[config.mk]
export PLATFORM = sky130hd
export DESIGN_NAME = settle_counter
export DESIGN_NICKNAME = d
export VERILOG_FILES = /design/src/rtl/gate_sweep_checker_settle_counter.sv
export SDC_FILE = /design/constraint.sdc
export NUM_CORES = 1
export LEC_CHECK = 0
export ABC_AREA = 1
export CAP_MARGIN = 20
export CORE_AREA = 2 2 39 41
export DETAILED_ROUTE_END_ITERATION = 16
export DIE_AREA = 0 0 41 43
export PLACE_DENSITY = 0.52
export SETUP_SLACK_MARGIN = 0.4
export SLEW_MARGIN = 15
export SYNTH_ARGS = -nofsm -noshare
export SYNTH_HDL_FRONTEND = slang
export SYNTH_SLANG_ARGS = --single-unit
export TNS_END_PERCENT = 20
[constraint.sdc]
create_clock -name clk -period 1.2 [get_ports clk]
set_input_delay 0.18 -clock clk [delete_from_list [all_inputs] [get_ports clk]]
set_output_delay 0.18 -clock clk [all_outputs]
set_load 0.02 [all_outputs]
[src/rtl/gate_sweep_checker_settle_counter.sv]
// Loadable down-counter that paces how long each input vector is held.
// Terminal count is asserted while the count sits at zero.
module settle_counter #(
    parameter int W = 4
) (
    input  logic         clk,
    input  logic         rst,
    input  logic         i_load,
    input  logic         i_en,
    input  logic [W-1:0] i_value,
    output logic         o_tc
);

    logic [W-1:0] r_count;

    always_ff @(posedge clk or posedge rst) begin
        if (rst) begin
            r_count <= '0;
        end else if (i_load) begin
            r_count <= i_value;
        end else if (i_en && (r_count != '0)) begin
            r_count <= r_count - W'(1);
        end
    end

    assign o_tc = (r_count == '0);

endmodule

# Word level (Yosys, flattened, before mapping)
# Cells that the tools add are included.
[op_classes]
addsub = 1
muxes = 2
reduce_logical = 4
[op_table]
columns = ["operator", "count"]
rows = [
  ["2-to-1 mux 4 bit", 2],
  ["zero test 4 bit", 1],
  ["nonzero test 4 bit", 1],
  ["subtractor 4 x 1 -> 4 bit, second input constant", 1],
  ["nonzero test 2 bit", 1],
  ["logical AND 1 bit", 1],
]
[word_totals]
register_bits = 4
elab_cells = 8

# Logic depth before layout (Yosys ltp)
# Gate-level depths: netlist of the first run.
[logic_depth]
word_depth = 4
ltp_mapped = 9
ltp_nobuf = 9

# Worst setup path after synthesis of the first run
# No wires, ideal clock.
[synth_path]
kind = "reg-to-reg"
startpoint = "reg r_count[0]"
endpoint = "reg r_count[2]"
arrival_time_ns = 0.943
path_slack_ns = 0.141
path_stages_with_launch = 8
path_buffers = 0
cell_sequence = "dfrtp_1 inv_1 ha_1 nand2_2 nand2_4 nand2_2 nand2_1 nand2_1"
[synth_via]
elab_chain_len = 3
[synth_lines]
columns = ["element", "line", "text"]
rows = [
  ["start: declaration", "14", "logic [W-1:0] r_count;"],
  ["start signal: assignment", "20", "r_count <= i_value;"],
  ["start signal: assignment", "22", "r_count <= r_count - W'(1);"],
  ["subtractor 4 x 1 -> 4 bit or nonzero test 4 bit (tied branches)", "22, 21", ""],
  ["2-to-1 mux 4 bit or logical AND 1 bit (tied branches)", "21", "end else if (i_en && (r_count != '0)) begin"],
  ["2-to-1 mux 4 bit or nonzero test 2 bit (tied branches)", "--", ""],
]
# Parallel ways exist; a longest one is shown, timed or not. The select of a mux whose other input is x is not followed.
# A chain may end at the register's enable or synchronous reset.

# Worst setup path in the final report of the first run
[layout_path]
startpoint = "reg r_count[0]"
endpoint = "out o_tc"
[layout_via]
elab_chain_len = 1
[layout_lines]
columns = ["element", "line", "text"]
rows = [
  ["zero test 4 bit", "26", "assign o_tc = (r_count == '0);"],
  ["end: declaration", "11", "output logic o_tc"],
]
# Every way passes these cells.

==> results.cfg, run 1 <==
[status]
run_status = finished, violations left
violations_in_the_final_reports = negative setup slack

[setup_path]
crit_required_ns = 1.02
critPathLaunch = r_count[0]
start_kind = flop
critical_path.endpoint_type = output pin
timing.critical_path.arrival_ns = 1.04
worst-path-max-fanout = 3
worst-path-buf-inv = 3
timing.reg2reg.setup_slack_ns = 0.03
critPathTopFamily = flip-flops
rr_startpoint = r_count[0]
worst_path_most_repeated_cell = sky130_fd_sc_hd__inv_2
criticalPathCategory = flop to output pin
critical-path-slowest-cell = sky130_fd_sc_hd__dfrtp_1
slowest_delay_ns = 0.38
timing.critical_path.cells = inv_2 > ha_4 > nand2_2 > inv_2 > buf_6

[logic_synthesis]
muxShareOfSynthArea_pct = 0
synth_xor_xnor_area_share_pct = 0
post_synth_main_area_contributors = sky130_fd_sc_hd__dfrtp_1 (33%), sky130_fd_sc_hd__nand2_1 (26%), sky130_fd_sc_hd__inv_1 (7.5%), sky130_fd_sc_hd__nand3_1 (5.0%), sky130_fd_sc_hd__nand3b_1 (5.0%)
post_synth_and_or_nand_nor_area_fraction_pct = 49.0
synth_cell_types = 13
biggest_area_consumer_among_synthesized_cells = sky130_fd_sc_hd__dfrtp_1
post_synth_instance_area_um2 = 299
synth.cells.most_frequent = sky130_fd_sc_hd__nand2_1 (21), sky130_fd_sc_hd__inv_1 (6), sky130_fd_sc_hd__dfrtp_1 (4), sky130_fd_sc_hd__nand3_1 (3)
synth_top_area_share_pct = 33.5
avgSynthCellArea_um2 = 6.36
postSynthCellCount = 47
yosysWarnings = 0
synthArstFlopShare_pct = 100
synth_flop_cell = sky130_fd_sc_hd__dfrtp_1
postSynthNetCount = 56
synth_top_family_by_area = simple AND/OR/NAND/NOR gates
yosysSeqAreaShare_pct = 33.5
ys_seq_elements = 4
synth-compound-area-share_pct = 3.35
number_of_synthesized_flops_with_an_enable_pin = 0
synth.most_common_cell = sky130_fd_sc_hd__nand2_1
synthAdderAreaFrac_pct = 4.18

[floorplanning]
floorplan.die.height_um = 43
number_of_i_o_pins = 9
fp.dieArea_um2 = 1760
num_rows = 14
placeableCoreArea_um2 = 1380
die_x_um = 41
initial_utilization_pct = 21.6

[grt]
grt-ovfl-total = 0
antenna_found_initial = 0
globalRouteTotalUtil_pct = 10.5
grt_pass1_wl_mm = 1.17
grt_max_degree = 8
via_count_of_the_first_global_routing_pass = 312

[power_and_ir_drop]
share_comb_of_total_power_pct = 49.7
power_frac_seq_pct = 26.2
power.switching_mw = 0.228
power.clock.fraction_pct = 24.1
switching_power_share_of_the_total_pct = 33.5
cellInternalPower_mw = 0.453
maximum_vdd_ir_drop_v = 0.000435
p_per_area_nw_per_um2 = 1320
leakagePower_nw = 0.276

[layout]
drive_gt1_share_pct = 34.3
antenna_cells = 0
utilization_after_layout_pct = 37.3
design_area_um2 = 515
multi_input_gate_area_in_the_final_layout_um2 = 194
regArea_um2 = 100
layout.filler_cells = 157
largest_register_ffs = 4
final_nets = 78
final_cell_count_no_fill = 83
area_delta_synth_final_pct = 72.4
largest-register = r_count
reg.largest.list = r_count (4)

[worst_hold_path]
worst_hold_path_type = primary input to asynchronous set/reset pin

[clock_tree]
cts_num_sinks = 4
cts.hold.buffers_added = 0
clkSlewWorstSetupHoldPaths_ns = 0.04
clock-root-buffer = sky130_fd_sc_hd__clkbuf_4
cts_made_buffers = 3
clk-insertion-delay-late_ns = 0.23
tritoncts = yes
cts_htree_levels = 1
clock_path_buffers = 2

[drt]
drc = 0
detail_route.wirelength_um = 698
drt_pre_antenna_iters = 2
ant_nets = 0
route.vias.total = 333
detail_route.wl_per_cell_um = 8.41
vias_per_cell = 4.01
first_iter_violations = 1

[sta]
skew_ns = 0.00485
timing.max_slew.rel_slack_pct = 85.0
grt_setup_unrepaired = yes
fin_crit_sh_pct = 101
fin_worst_hold_slack_ns = 0.126
drv_slew = 0
timing.final.hold_violations = 0
fmax_mhz = 822
final_critical_path_setup_slack_ns = -0.0158
worst_slew_pin_slew_ns = 0.224
min_period_ns = 1.22
finalSetupViolations = 1

[placed_design]
number_of_buffers_added_on_ports = 8
detailedPlacementHpwl_um = 561
numPlacedInstances = 78
dpl_cell_area_um2 = 464
gpl.final_weighted_congestion = 0.693

[run]
cap_viol_max_count = 0
cell usage in the layout, fill, tap and decap left out:
cell                              Yosys  final
sky130_fd_sc_hd__buf_4                0      9
sky130_fd_sc_hd__buf_6                0      1
sky130_fd_sc_hd__clkbuf_4             0      3
sky130_fd_sc_hd__clkdlybuf4s50_1      0      7
sky130_fd_sc_hd__clkinv_1             1      1
sky130_fd_sc_hd__dfrtp_1              4      4
sky130_fd_sc_hd__ha_4                 0      1
sky130_fd_sc_hd__inv_1                6      3
sky130_fd_sc_hd__inv_2                1      4
sky130_fd_sc_hd__nand2_1             21     21
sky130_fd_sc_hd__nand2_2              2      1
sky130_fd_sc_hd__nand2_4              1      2
sky130_fd_sc_hd__nand3_1              3      3
sky130_fd_sc_hd__nand3b_1             2      2
sky130_fd_sc_hd__nor2_1               2      1
sky130_fd_sc_hd__nor2_2               1      1
sky130_fd_sc_hd__nor2_4               0      1
sky130_fd_sc_hd__o21ai_0              2      2
metrics by stage:
step / power [mW] / worst slack, ns / setup TNS (ns)
after global routing: 0.736 / -0.0760 / -0.152
after CTS: 0.697 / -0.0329 / -0.0329
after detailed placement: 0.478 / -0.259 / -0.344
final: 0.680 / -0.0158 / -0.0158
after global placement: 0.475 / -0.249 / -0.363
after floorplan: 0.341 / 0.207 / 0
kinds of logic (layout without fill, tap and decap cells):
| family | after synthesis | in the layout |
|---|---|---|
| AOI/OAI and AO/OA | 2 | 2 |
| adders and majority gates | 1 | 1 |
| DFF | 4 | 4 |
| buffers and inverters | 8 | 28 |
| and+or+nand+nor | 32 | 32 |
final timing paths:
kind | cells after the start | endpoint
max | 5 | o_tc
min | 2 | r_count[3]
max reg2reg | 8 | r_count[2]
min reg2reg | 3 | r_count[0]
max in group asynchronous | 2 | r_count[0]
min in group clk | 5 | r_count[3]
cell type report:
type / count / area share, %
Tap cell: 16 / 3.88
Sequential cell: 4 / 19.4
Timing Repair Buffer: 17 / 28.9
Inverter: 8 / 5.83
Multi-Input combinational cell: 35 / 37.6
Clock buffer: 3 / 4.37
power groups by stage:
stage	Sequential, mW	Clock (mW)	Combinational (mW)
2_1_floorplan	0.186	0	0.155
3_3_place_gp	0.180	0	0.295
3_5_place_dp	0.181	0	0.298
4_1_cts	0.178	0.177	0.341
5_1_grt	0.182	0.178	0.377
6_report	0.178	0.164	0.338
worst reg2reg max path: stages (launching register included):
cell and delay, ns:
sky130_fd_sc_hd__dfrtp_1 0.38, sky130_fd_sc_hd__inv_2 0.08, sky130_fd_sc_hd__ha_4 0.13, sky130_fd_sc_hd__nand2_2 0.06
sky130_fd_sc_hd__buf_4 0.14, sky130_fd_sc_hd__nand2_4 0.08, sky130_fd_sc_hd__nand2_4 0.06, sky130_fd_sc_hd__nand2_1 0.06
sky130_fd_sc_hd__nand2_1 0.06
per-layer routing:
| metal | vias up | track usage [%] | part of all wire, % |
|---|---|---|---|
| li1 | 182 | - | - |
| met1 | 147 | 11.7 | 45 |
| met2 | 4 | 15.6 | 52 |
| met3 | 0 | 1.57 | 3.0 |
| met4 | 0 | 10.0 | 0 |
| met5 | - | 0 | 0 |
repair_timing:
item	4_1_cts	5_1_grt
resized for setup	10	0
endpoints found under the setup margin	5	5
buffers inserted	2	0
No activity file was read; power rests on OpenSTA's default activity.
==> run 2: changes to the inputs <==
--- a/config.mk
+++ b/config.mk
@@ -8,6 +8,7 @@
 export ABC_AREA = 1
 export CAP_MARGIN = 20
 export CORE_AREA = 2 2 39 41
+export CTS_BUF_LIST = sky130_fd_sc_hd__clkbuf_8 sky130_fd_sc_hd__clkbuf_16
 export DETAILED_ROUTE_END_ITERATION = 16
 export DIE_AREA = 0 0 41 43
 export PLACE_DENSITY = 0.52
==> run 2 against run 1 <==
Net effect:
- the flow now finishes without violations
- wire length down 2.3%
- clock power up 69%
- register-to-register slack hardly changed
- via count is 0.60% lower
- cell count is the same
- flip-flop and latch count unchanged
- worst setup slack improved by 0.020 ns
- power rose by 14%
- non-clock buffer count unchanged
- largest cell class unchanged
==> results.cfg, run 2 (same netlist as run 1, synthesis figures left out) <==
[status]
run_status = finished, final reports clean

[drt]
vias_per_cell = 3.99
ant_nets = 0
detail_route.wirelength_um = 682
drc = 0
detail_route.wl_per_cell_um = 8.22
first_iter_violations = 2
drt_pre_antenna_iters = 4
route.vias.total = 331

[layout]
largest-register = r_count
largest_register_ffs = 4
reg.largest.list = r_count (4)
final_nets = 78
design_area_um2 = 527
mostFrequentLayoutCell = sky130_fd_sc_hd__nand2_1
layout.filler_cells = 158
most_used_cells_in_the_layout_excluding_fill_and_tap_cells = sky130_fd_sc_hd__nand2_1 (21), sky130_fd_sc_hd__buf_4 (9), sky130_fd_sc_hd__clkdlybuf4s50_1 (7), sky130_fd_sc_hd__inv_2 (4), sky130_fd_sc_hd__dfrtp_1 (4)
drive_gt1_share_pct = 32.8
area_delta_synth_final_pct = 76.2
antenna_cells = 0

[setup_path]
critical_path.endpoint_type = output pin
worstSetupPathDepth = 5
criticalPathCategory = flop to output pin
worst_path_most_repeated_cell = sky130_fd_sc_hd__inv_2
timing.reg2reg.setup_slack_ns = 0.04
crit_required_ns = 1.02
worst_r2r_path_depth = 8
slowest_delay_ns = 0.38
critPathLaunch = r_count[1]
timing.critical_path.arrival_ns = 1.02
start_kind = flop
critical_path.reg2reg.endpoint = r_count[2]
timing.critical_path.cells = inv_2 > ha_4 > nand2_2 > inv_2 > buf_6
rr_startpoint = r_count[1]
worst-path-buf-inv = 3
critPathTopFamily = flip-flops
critical-path-slowest-cell = sky130_fd_sc_hd__dfrtp_1
worst-path-max-fanout = 3
critPathCapture = o_tc

[placed_design]
gpl.final_weighted_congestion = 0.693
number_of_buffers_added_on_ports = 8
detailedPlacementHpwl_um = 561
dpl_cell_area_um2 = 464
detailedPlace.worstSlack_ns = -0.259

[worst_hold_path]
worst_hold_path_type = primary input to asynchronous set/reset pin

[clock_tree]
cts_made_buffers = 3
clock-root-buffer = sky130_fd_sc_hd__clkbuf_8
clock_path_buffers = 2
cts_num_sinks = 4
clk-insertion-delay-late_ns = 0.21
cts_htree_levels = 1
cts.hold.buffers_added = 0
tritoncts = yes
clkSlewWorstSetupHoldPaths_ns = 0.03

[floorplanning]
number_of_i_o_pins = 9
initial_utilization_pct = 21.6
floorplan.die.height_um = 43
num_rows = 14
placeableCoreArea_um2 = 1380
die_x_um = 41
fp.dieArea_um2 = 1760

[sta]
timing.max_slew.rel_slack_pct = 85.1
final_critical_path_setup_slack_ns = 0.00447
worst_slew_pin_slew_ns = 0.222
finalSetupViolations = 0
grt_setup_unrepaired = yes
timing.final.hold_violations = 0
fin_crit_sh_pct = 99.6
fmax_mhz = 836
skew_ns = 0.00246
min_period_ns = 1.20
drv_slew = 0
fin_worst_hold_slack_ns = 0.147

[grt]
grt_max_degree = 8
grt-ovfl-total = 0
antenna_found_initial = 0
globalRouteTotalUtil_pct = 9.96
grt_pass1_wl_mm = 1.12
via_count_of_the_first_global_routing_pass = 295

[power_and_ir_drop]
p_per_area_nw_per_um2 = 1470
leakagePower_nw = 0.282
p_total_mw = 0.774
maximum_vdd_ir_drop_v = 0.000597

[run]
cap_viol_max_count = 0
[run 2: cell count changes in the layout (fill, tap and decap cells not counted)]
cell,previous run,this run
sky130_fd_sc_hd__nor2_1,1,2
sky130_fd_sc_hd__clkbuf_4,3,0
sky130_fd_sc_hd__nor2_4,1,0
sky130_fd_sc_hd__clkbuf_8,0,3
[run 2: worst min path at each step]
| stage | startpoint | end | slack [ns] |
|---|---|---|---|
| after floorplan | rst | r_count[0] | -0.05 |
| after global placement | rst | r_count[3] | 0.38 |
| after detailed placement | rst | r_count[3] | 0.38 |
| after CTS | rst | r_count[3] | 0.15 |
| after global routing | rst | r_count[1] | 0.18 |
| final | rst | r_count[3] | 0.15 |
[run 2: cell type report]
class | instances | area (um2) | area share (%)
tap | 16 | 20.0 | 3.80
clock buffer | 3 | 41.3 | 7.84
timing repair buffer | 17 | 149 | 28.3
sequential | 4 | 100 | 19.0
inverter | 8 | 30.0 | 5.70
multi-input combinational | 35 | 186 | 35.4
[run 2: routing by layer]
| metal | wire, um | vias to the layer above | global-route usage, % |
|---|---|---|---|
| met2 | 352 | 4 | 14.4 |
| met1 | 311 | 145 | 11.3 |
| met4 | 0 | 0 | 10.0 |
| met5 | 0 | - | 0 |
| li1 | - | 182 | - |
| met3 | 19 | 0 | 1.57 |
[run 2: through the flow]
stage	setup TNS (ns)	std cells	util (%)
after floorplan	0	47	-
after global placement	-0.363	78	33.5
after detailed placement	-0.344	78	33.5
after CTS	-0.00950	82	37.5
after global routing	-0.0988	83	38.1
final	0	83	38.1
[run 2: repair_timing]
| item | 4_1_cts | 5_1_grt |
|---|---|---|
| gates resized for setup | 8 | 0 |
| endpoints found under the setup margin | 5 | 5 |
| setup buffers | 1 | 1 |
| endpoints found under the hold margin | 0 | 0 |
| cloned | 0 | 0 |
[run 2: power by group]
part           total [mW]  internal, mW  switching (mW)
Sequential          0.179         0.163          0.0158
Combinational       0.318         0.168           0.150
Clock               0.277         0.213          0.0633
Total               0.774         0.545           0.229
